<file path="config.mk">
export PLATFORM = sky130hd
export DESIGN_NAME = udp_rx_deframer
export DESIGN_NICKNAME = d
export VERILOG_FILES = /design/src/rtl/udp_pkg.sv /design/src/rtl/udp_payload_fifo.sv /design/src/rtl/udp_rx_deframer.sv
export SDC_FILE = /design/constraint.sdc
export NUM_CORES = 1
export LEC_CHECK = 0
export ABC_CLOCK_PERIOD_IN_PS = 7600
export BUFFER_PORTS_ARGS = -buffer_cell sky130_fd_sc_hd__buf_2
export CAP_MARGIN = 5
export CORE_ASPECT_RATIO = 0.5
export CORE_MARGIN = 4
export CORE_UTILIZATION = 59
export DETAILED_ROUTE_END_ITERATION = 12
export PLACE_DENSITY = 0.84
export SYNTH_ARGS = -nofsm -noshare
export SYNTH_HDL_FRONTEND = slang
export SYNTH_HIERARCHICAL = 1
export SYNTH_SLANG_ARGS = --single-unit
export TNS_END_PERCENT = 10
</file>
<file path="constraint.sdc">
create_clock -name main_clk -period 7.6 [get_ports main_clk]
set_input_delay 1.14 -clock main_clk [delete_from_list [all_inputs] [get_ports main_clk]]
set_output_delay 1.14 -clock main_clk [all_outputs]
set_load 0.01 [all_outputs]
</file>
<file path="src/rtl/udp_pkg.sv">
// ---------------------------------------------------------------------------
// udp_pkg: shared FSM encoding and UDP header layout for udp_rx_deframer. Rev 1.0
// ---------------------------------------------------------------------------
`default_nettype none

package udp_pkg;

  typedef enum logic [1:0] {
    IDLE    = 2'd0,
    HDR     = 2'd1,
    PAYLOAD = 2'd2,
    DROP    = 2'd3
  } state_t;

  localparam logic [15:0] UDP_HDR_LEN = 16'd8;

  // Big-endian byte offsets within the 8-byte UDP header.
  localparam logic [2:0] OFF_SRC_HI  = 3'd0;
  localparam logic [2:0] OFF_SRC_LO  = 3'd1;
  localparam logic [2:0] OFF_DST_HI  = 3'd2;
  localparam logic [2:0] OFF_DST_LO  = 3'd3;
  localparam logic [2:0] OFF_LEN_HI  = 3'd4;
  localparam logic [2:0] OFF_LEN_LO  = 3'd5;
  localparam logic [2:0] OFF_CSUM_HI = 3'd6;
  localparam logic [2:0] OFF_CSUM_LO = 3'd7;

endpackage

`default_nettype wire

</file>
<file path="src/rtl/udp_payload_fifo.sv">
// ---------------------------------------------------------------------------
// udp_payload_fifo: synchronous 9-bit FIFO (data + last), show-ahead read. Rev 1.0
// ---------------------------------------------------------------------------
`default_nettype none

module udp_payload_fifo #(
  parameter int DEPTH = 16
) (
  input  logic       clk,
  input  logic       rst,
  input  logic       wr_en,
  input  logic [8:0] wr_data,
  input  logic       rd_en,
  output logic [8:0] rd_data,
  output logic       empty,
  output logic       full,
  output logic       wr_drop
);

  localparam int AW = $clog2(DEPTH);

  logic [8:0]  mem [DEPTH];
  logic [AW:0] wr_ptr;
  logic [AW:0] rd_ptr;
  logic        do_rd;
  logic        do_wr;

  // Extra pointer MSB tells a full FIFO apart from an empty one.
  assign empty   = (wr_ptr == rd_ptr);
  assign full    = (wr_ptr[AW] != rd_ptr[AW]) && (wr_ptr[AW-1:0] == rd_ptr[AW-1:0]);
  assign do_rd   = rd_en && !empty;
  assign do_wr   = wr_en && (!full || do_rd);
  assign wr_drop = wr_en && full && !do_rd;
  assign rd_data = mem[rd_ptr[AW-1:0]];

  always_ff @(posedge clk) begin
    if (rst) begin
      wr_ptr <= '0;
      rd_ptr <= '0;
    end else begin
      if (do_wr) wr_ptr <= wr_ptr + 1'b1;
      if (do_rd) rd_ptr <= rd_ptr + 1'b1;
    end
  end

  always_ff @(posedge clk) begin
    if (do_wr) mem[wr_ptr[AW-1:0]] <= wr_data;
  end

endmodule

`default_nettype wire

</file>
<file path="src/rtl/udp_rx_deframer.sv">
// ---------------------------------------------------------------------------
// udp_rx_deframer: parses UDP header, streams payload through a FIFO.
// Optional destination-port filter: UDP_PORT_FILTER_EN. Rev 1.0
// ---------------------------------------------------------------------------
`default_nettype none

module udp_rx_deframer
  import udp_pkg::*;
#(
  parameter logic [15:0] DST_PORT   = 16'd5000,
  parameter int          FIFO_DEPTH = 16
) (
  input  logic        main_clk,
  input  logic        main_rst,
  input  logic [7:0]  udp_byte,
  input  logic        valid_udp,
  input  logic        input_ready,
  output logic [15:0] src_port,
  output logic [15:0] dst_port,
  output logic [15:0] pay_len,
  output logic        hdr_valid,
  output logic [7:0]  out_data,
  output logic        out_valid,
  output logic        out_last,
  input  logic        out_ready,
  output logic        err_len,
  output logic        err_trunc,
  output logic        err_ovf
);

  state_t      state;
  logic [2:0]  hdr_cnt;
  logic [15:0] src_sh;
  logic [15:0] dst_sh;
  logic [15:0] len_sh;
  logic [15:0] pay_cnt;
  logic [15:0] pay_cnt_nxt;
  logic        pay_last;
  logic        port_ok;
  logic        fifo_wr;
  logic [8:0]  fifo_rd;
  logic        fifo_empty;
  logic        fifo_full;
  logic        fifo_drop;

`ifdef UDP_PORT_FILTER_EN
  assign port_ok = (dst_sh == DST_PORT);
`else
  logic unused_dst_port;
  assign port_ok         = 1'b1;
  assign unused_dst_port = ^DST_PORT;
`endif

  assign pay_cnt_nxt = pay_cnt + 16'd1;
  assign pay_last    = (pay_cnt_nxt == pay_len);
  assign fifo_wr     = (state == PAYLOAD) && input_ready && valid_udp;

  udp_payload_fifo #(
    .DEPTH (FIFO_DEPTH)
  ) u_fifo (
    .clk     (main_clk),
    .rst     (main_rst),
    .wr_en   (fifo_wr),
    .wr_data ({pay_last, udp_byte}),
    .rd_en   (out_ready),
    .rd_data (fifo_rd),
    .empty   (fifo_empty),
    .full    (fifo_full),
    .wr_drop (fifo_drop)
  );

  assign out_valid = !fifo_empty;
  assign out_data  = fifo_empty ? 8'h00 : fifo_rd[7:0];
  assign out_last  = !fifo_empty && fifo_rd[8];

  always_ff @(posedge main_clk) begin
    if (main_rst) begin
      state     <= IDLE;
      hdr_cnt   <= '0;
      src_sh    <= '0;
      dst_sh    <= '0;
      len_sh    <= '0;
      pay_cnt   <= '0;
      src_port  <= '0;
      dst_port  <= '0;
      pay_len   <= '0;
      hdr_valid <= 1'b0;
      err_len   <= 1'b0;
      err_trunc <= 1'b0;
      err_ovf   <= 1'b0;
    end else begin
      hdr_valid <= 1'b0;
      err_len   <= 1'b0;
      err_trunc <= 1'b0;
      err_ovf   <= fifo_drop;
      if (input_ready) begin
        case (state)
          IDLE: begin
            if (valid_udp) begin
              src_sh[15:8] <= udp_byte;
              hdr_cnt      <= OFF_SRC_LO;
              state        <= HDR;
            end
          end
          HDR: begin
            if (!valid_udp) begin
              err_trunc <= 1'b1;
              state     <= IDLE;
            end else begin
              hdr_cnt <= hdr_cnt + 3'd1;
              case (hdr_cnt)
                OFF_SRC_LO: src_sh[7:0]  <= udp_byte;
                OFF_DST_HI: dst_sh[15:8] <= udp_byte;
                OFF_DST_LO: dst_sh[7:0]  <= udp_byte;
                OFF_LEN_HI: len_sh[15:8] <= udp_byte;
                OFF_LEN_LO: len_sh[7:0]  <= udp_byte;
                OFF_CSUM_LO: begin
                  // Checksum bytes are consumed but never stored.
                  if (len_sh < UDP_HDR_LEN) begin
                    err_len <= 1'b1;
                    state   <= DROP;
                  end else if (!port_ok) begin
                    state <= DROP;
                  end else begin
                    hdr_valid <= 1'b1;
                    src_port  <= src_sh;
                    dst_port  <= dst_sh;
                    pay_len   <= len_sh - UDP_HDR_LEN;
                    pay_cnt   <= '0;
                    state     <= (len_sh == UDP_HDR_LEN) ? DROP : PAYLOAD;
                  end
                end
                default: ;
              endcase
            end
          end
          PAYLOAD: begin
            if (!valid_udp) begin
              err_trunc <= 1'b1;
              state     <= IDLE;
            end else begin
              // Keep counting even when the FIFO drops the byte.
              pay_cnt <= pay_cnt_nxt;
              if (pay_last) state <= DROP;
            end
          end
          DROP: begin
            if (!valid_udp) state <= IDLE;
          end
          default: state <= IDLE;
        endcase
      end
    end
  end

endmodule

`default_nettype wire

</file>
==> impl_metrics.tcl <==
set metrics [dict create \
    syn_area_mm2 0.0119 \
    drc 0 \
    max_freq_mhz 236 \
    slew_headroom_pct 27.3 \
    dp_slack_ps 3930 \
    die_width_um 209 \
    finalHoldViolCount 0 \
    overflow 0 \
    tightestPinTransition_ps 1090 \
    ctsHoldBuffers 0 \
    num_io_pins 75 \
    routed_wl_um 27700 \
    cts_tree "done" \
    clockBufferDepth 3 \
    synth.ff_latch_count 279 \
    avgRoutedWirePerCell_um 21.1 \
    cp_num_buf_inv 1 \
    yosysSeqAreaShare_pct 59.1 \
    placementRows 36 \
    synth.most_common_cell "nand2_1" \
    port_buffers 74 \
    ctsResizeCount 0 \
    grt_setup_unrepaired "false" \
    leakagePower_nw 4.77 \
    crit_type "flip-flop to output port" \
    syn_avg_cell_area_um2 12.2 \
    cts-htree-levels 1 \
    dr.pass1.iters 5 \
    final.fill_count 1409 \
    grt_pass1_wl_um 43000 \
    hold_class "flip-flop to flip-flop" \
    final_core_util_pct 67.5 \
    design_area_mm2 0.0133 \
    root_buffer "clkbuf_16" \
    synth.top_cells.by_area "edfxtp_1 (36%), dfxtp_1 (23%), mux4_1 (7.1%)" \
    slowest_delay_ps 1050 \
    cp.arrival_ps 3110 \
    cap_viol_max_count 0 \
    cp.required_ps 6460 \
    synthTopCellsByCount "nand2_1 (154), edfxtp_1 (144), dfxtp_1 (135)" \
    worstPathCellList "mux4_1, mux4_2, nor2b_1, buf_2" \
    initial_core_util_pct 60.5 \
    syn_nets 1003 \
    fp.coreArea_mm2 0.0196 \
    nNetsFinal 1057 \
    power.density_mw_per_mm2 226 \
    gp_congestion 0.888 \
    diodes 0 \
    peakVddDrop_uv 145 \
    setup_tns_ps 0 \
    syn_to_final_growth_pct 11.5 \
    synth_top_area_share_pct 36.4 \
    outcome "completed" \
    ant_nets 0 \
    synthCells 973 \
    placed_area_mm2 0.0124 \
    yosysTopAreaCell "edfxtp_1" \
    post-route-min-period_ps 4250 \
    cts_made_buffers 24 \
    synth_edf_count 144 \
    crit_family "multiplexers" \
    drtIter0Drc 917 \
    dominantRegCellSynth "edfxtp_1" \
    slowest_stage "dfxtp_2" \
    netlist-cell-type-count 67 \
    multi_input_area_mm2 0.00454 \
    clock_skew_ps 23.1 \
    antenna_found_initial 2 \
    yosysWarnings 6 \
    cts_sinks 279 \
    finalWorstSetupSlack_ps 3350 \
    grt_max_degree 86 \
    grt_use_total_pct 24.2 \
    worst-path-max-fanout 36 \
    post-dp-hpwl_um 17400 \
    drive_gt1_share_pct 14.9 \
    setup_viol 0 \
    regArea_mm2 0.00703 \
    first_global_vias 7765 \
    via_count 7951 \
    vias_per_cell 6.07 \
    drv_slew 0 \
    insertion_delay_ps 530 \
    cts_setup_buffers 0 \
    endpoint_kind "output port" \
    die_area_mm2 0.0226 \
    die_h_um 108 \
    clk_pin_slew_worst_paths_ps 70 \
    finalCritPeriodShare_pct 55.9 \
    worst_setup_path_start_kind "flip-flop" \
    synthArstFlopShare_pct 0 \
]
layout make-up:
cell class / instances / area share (%)
Inverter: 13 / 0.368
Multi-Input combinational cell: 627 / 34.3
Sequential cell: 279 / 53.0
Tap cell: 266 / 2.51
Timing Repair Buffer: 82 / 3.27
Clock inverter: 15 / 1.84
Clock buffer: 28 / 4.72
state kept, by name (all words and copies together) (netlist names), named ones only:
| register | cells |
|---|---|
| u_fifo/rd_ptr | 5 |
| hdr_valid | 1 |
| src_port | 16 |
| pay_cnt | 16 |
| err_trunc | 1 |
| dst_port | 16 |
| err_ovf | 1 |
| err_len | 1 |
| src_sh | 16 |
| hdr_cnt | 3 |
| u_fifo/mem | 144 |
| u_fifo/wr_ptr | 5 |
| pay_len | 16 |
| dst_sh | 16 |
| len_sh | 16 |
| state | 2 |
per-layer routing:
metal  vias to the layer above  track usage (%)  share of wire (%)
li1                       3671                -                  -
met1                      3877             33.6                 42
met2                       345             40.4                 48
met3                        54             4.29                7.9
met4                         4             6.33                2.4
met5                         -                0              0.072
final timing paths:
kind	from	endpoint	slack (ps)	cells after the start
max	flip-flop	out_data[4]	3350	4
min	dst_sh[10]	dst_port[10]	440	2
max reg2reg	state[0]	u_fifo/mem[6][8]	4390	6
min reg2reg	dst_sh[10]	dst_port[10]	440	2
logic make-up (layout without fill, tap and decap cells):
group / count (synthesis) / count (layout) / share of synthesized area (%)
buffers and inverters: 67 / 138 / 2.75
AO/OA/AOI/OAI: 141 / 141 / 6.86
adder cells (fa/ha/maj): 17 / 17 / 1.79
multiplexers: 66 / 66 / 11.3
flip-flops: 279 / 279 / 59.1
AND/OR/NAND/NOR: 359 / 359 / 14.8
XOR/XNOR: 44 / 44 / 3.31
worst register-to-register path, delay by kind of cell (launching register included):
kind                       cells  cell delay [ps]
AOI/OAI and AO/OA              1              550
adders and majority gates      1              440
buffers and inverters          2              420
DFF                            1              350
and+or+nand+nor                2             1100
through the flow:
step | power [W] | hold slack [ps] | cells
CTS | 0.00301 | 449 | 1310
detailed placement | 0.00167 | 446 | 1267
finish | 0.00300 | 442 | 1310
global route | 0.00309 | 461 | 1310
global placement | 0.00167 | 440 | 1267
floorplan | 0.00165 | 432 | 973
cell usage in the layout (no fill, tap or decap), types with 17 or more instances in the layout:
cell,n
mux2i_1,19
edfxtp_1,144
mux4_1,32
xnor2_1,24
ha_1,17
a21oi_1,91
buf_2,73
clkbuf_16,24
dfxtp_1,134
nand3_1,33
xor2_1,19
nor2_1,65
nand2_1,154
power by group:
group | switching (W) | total (W) | internal, W | leakage (nW)
registers | 0.00000314 | 0.00159 | 0.00158 | 2.36
clock network | 0.000556 | 0.00135 | 0.000799 | 0.420
logic | 0.0000435 | 0.0000556 | 0.0000121 | 1.99
Note: power is estimated with default switching activity, not from simulation.
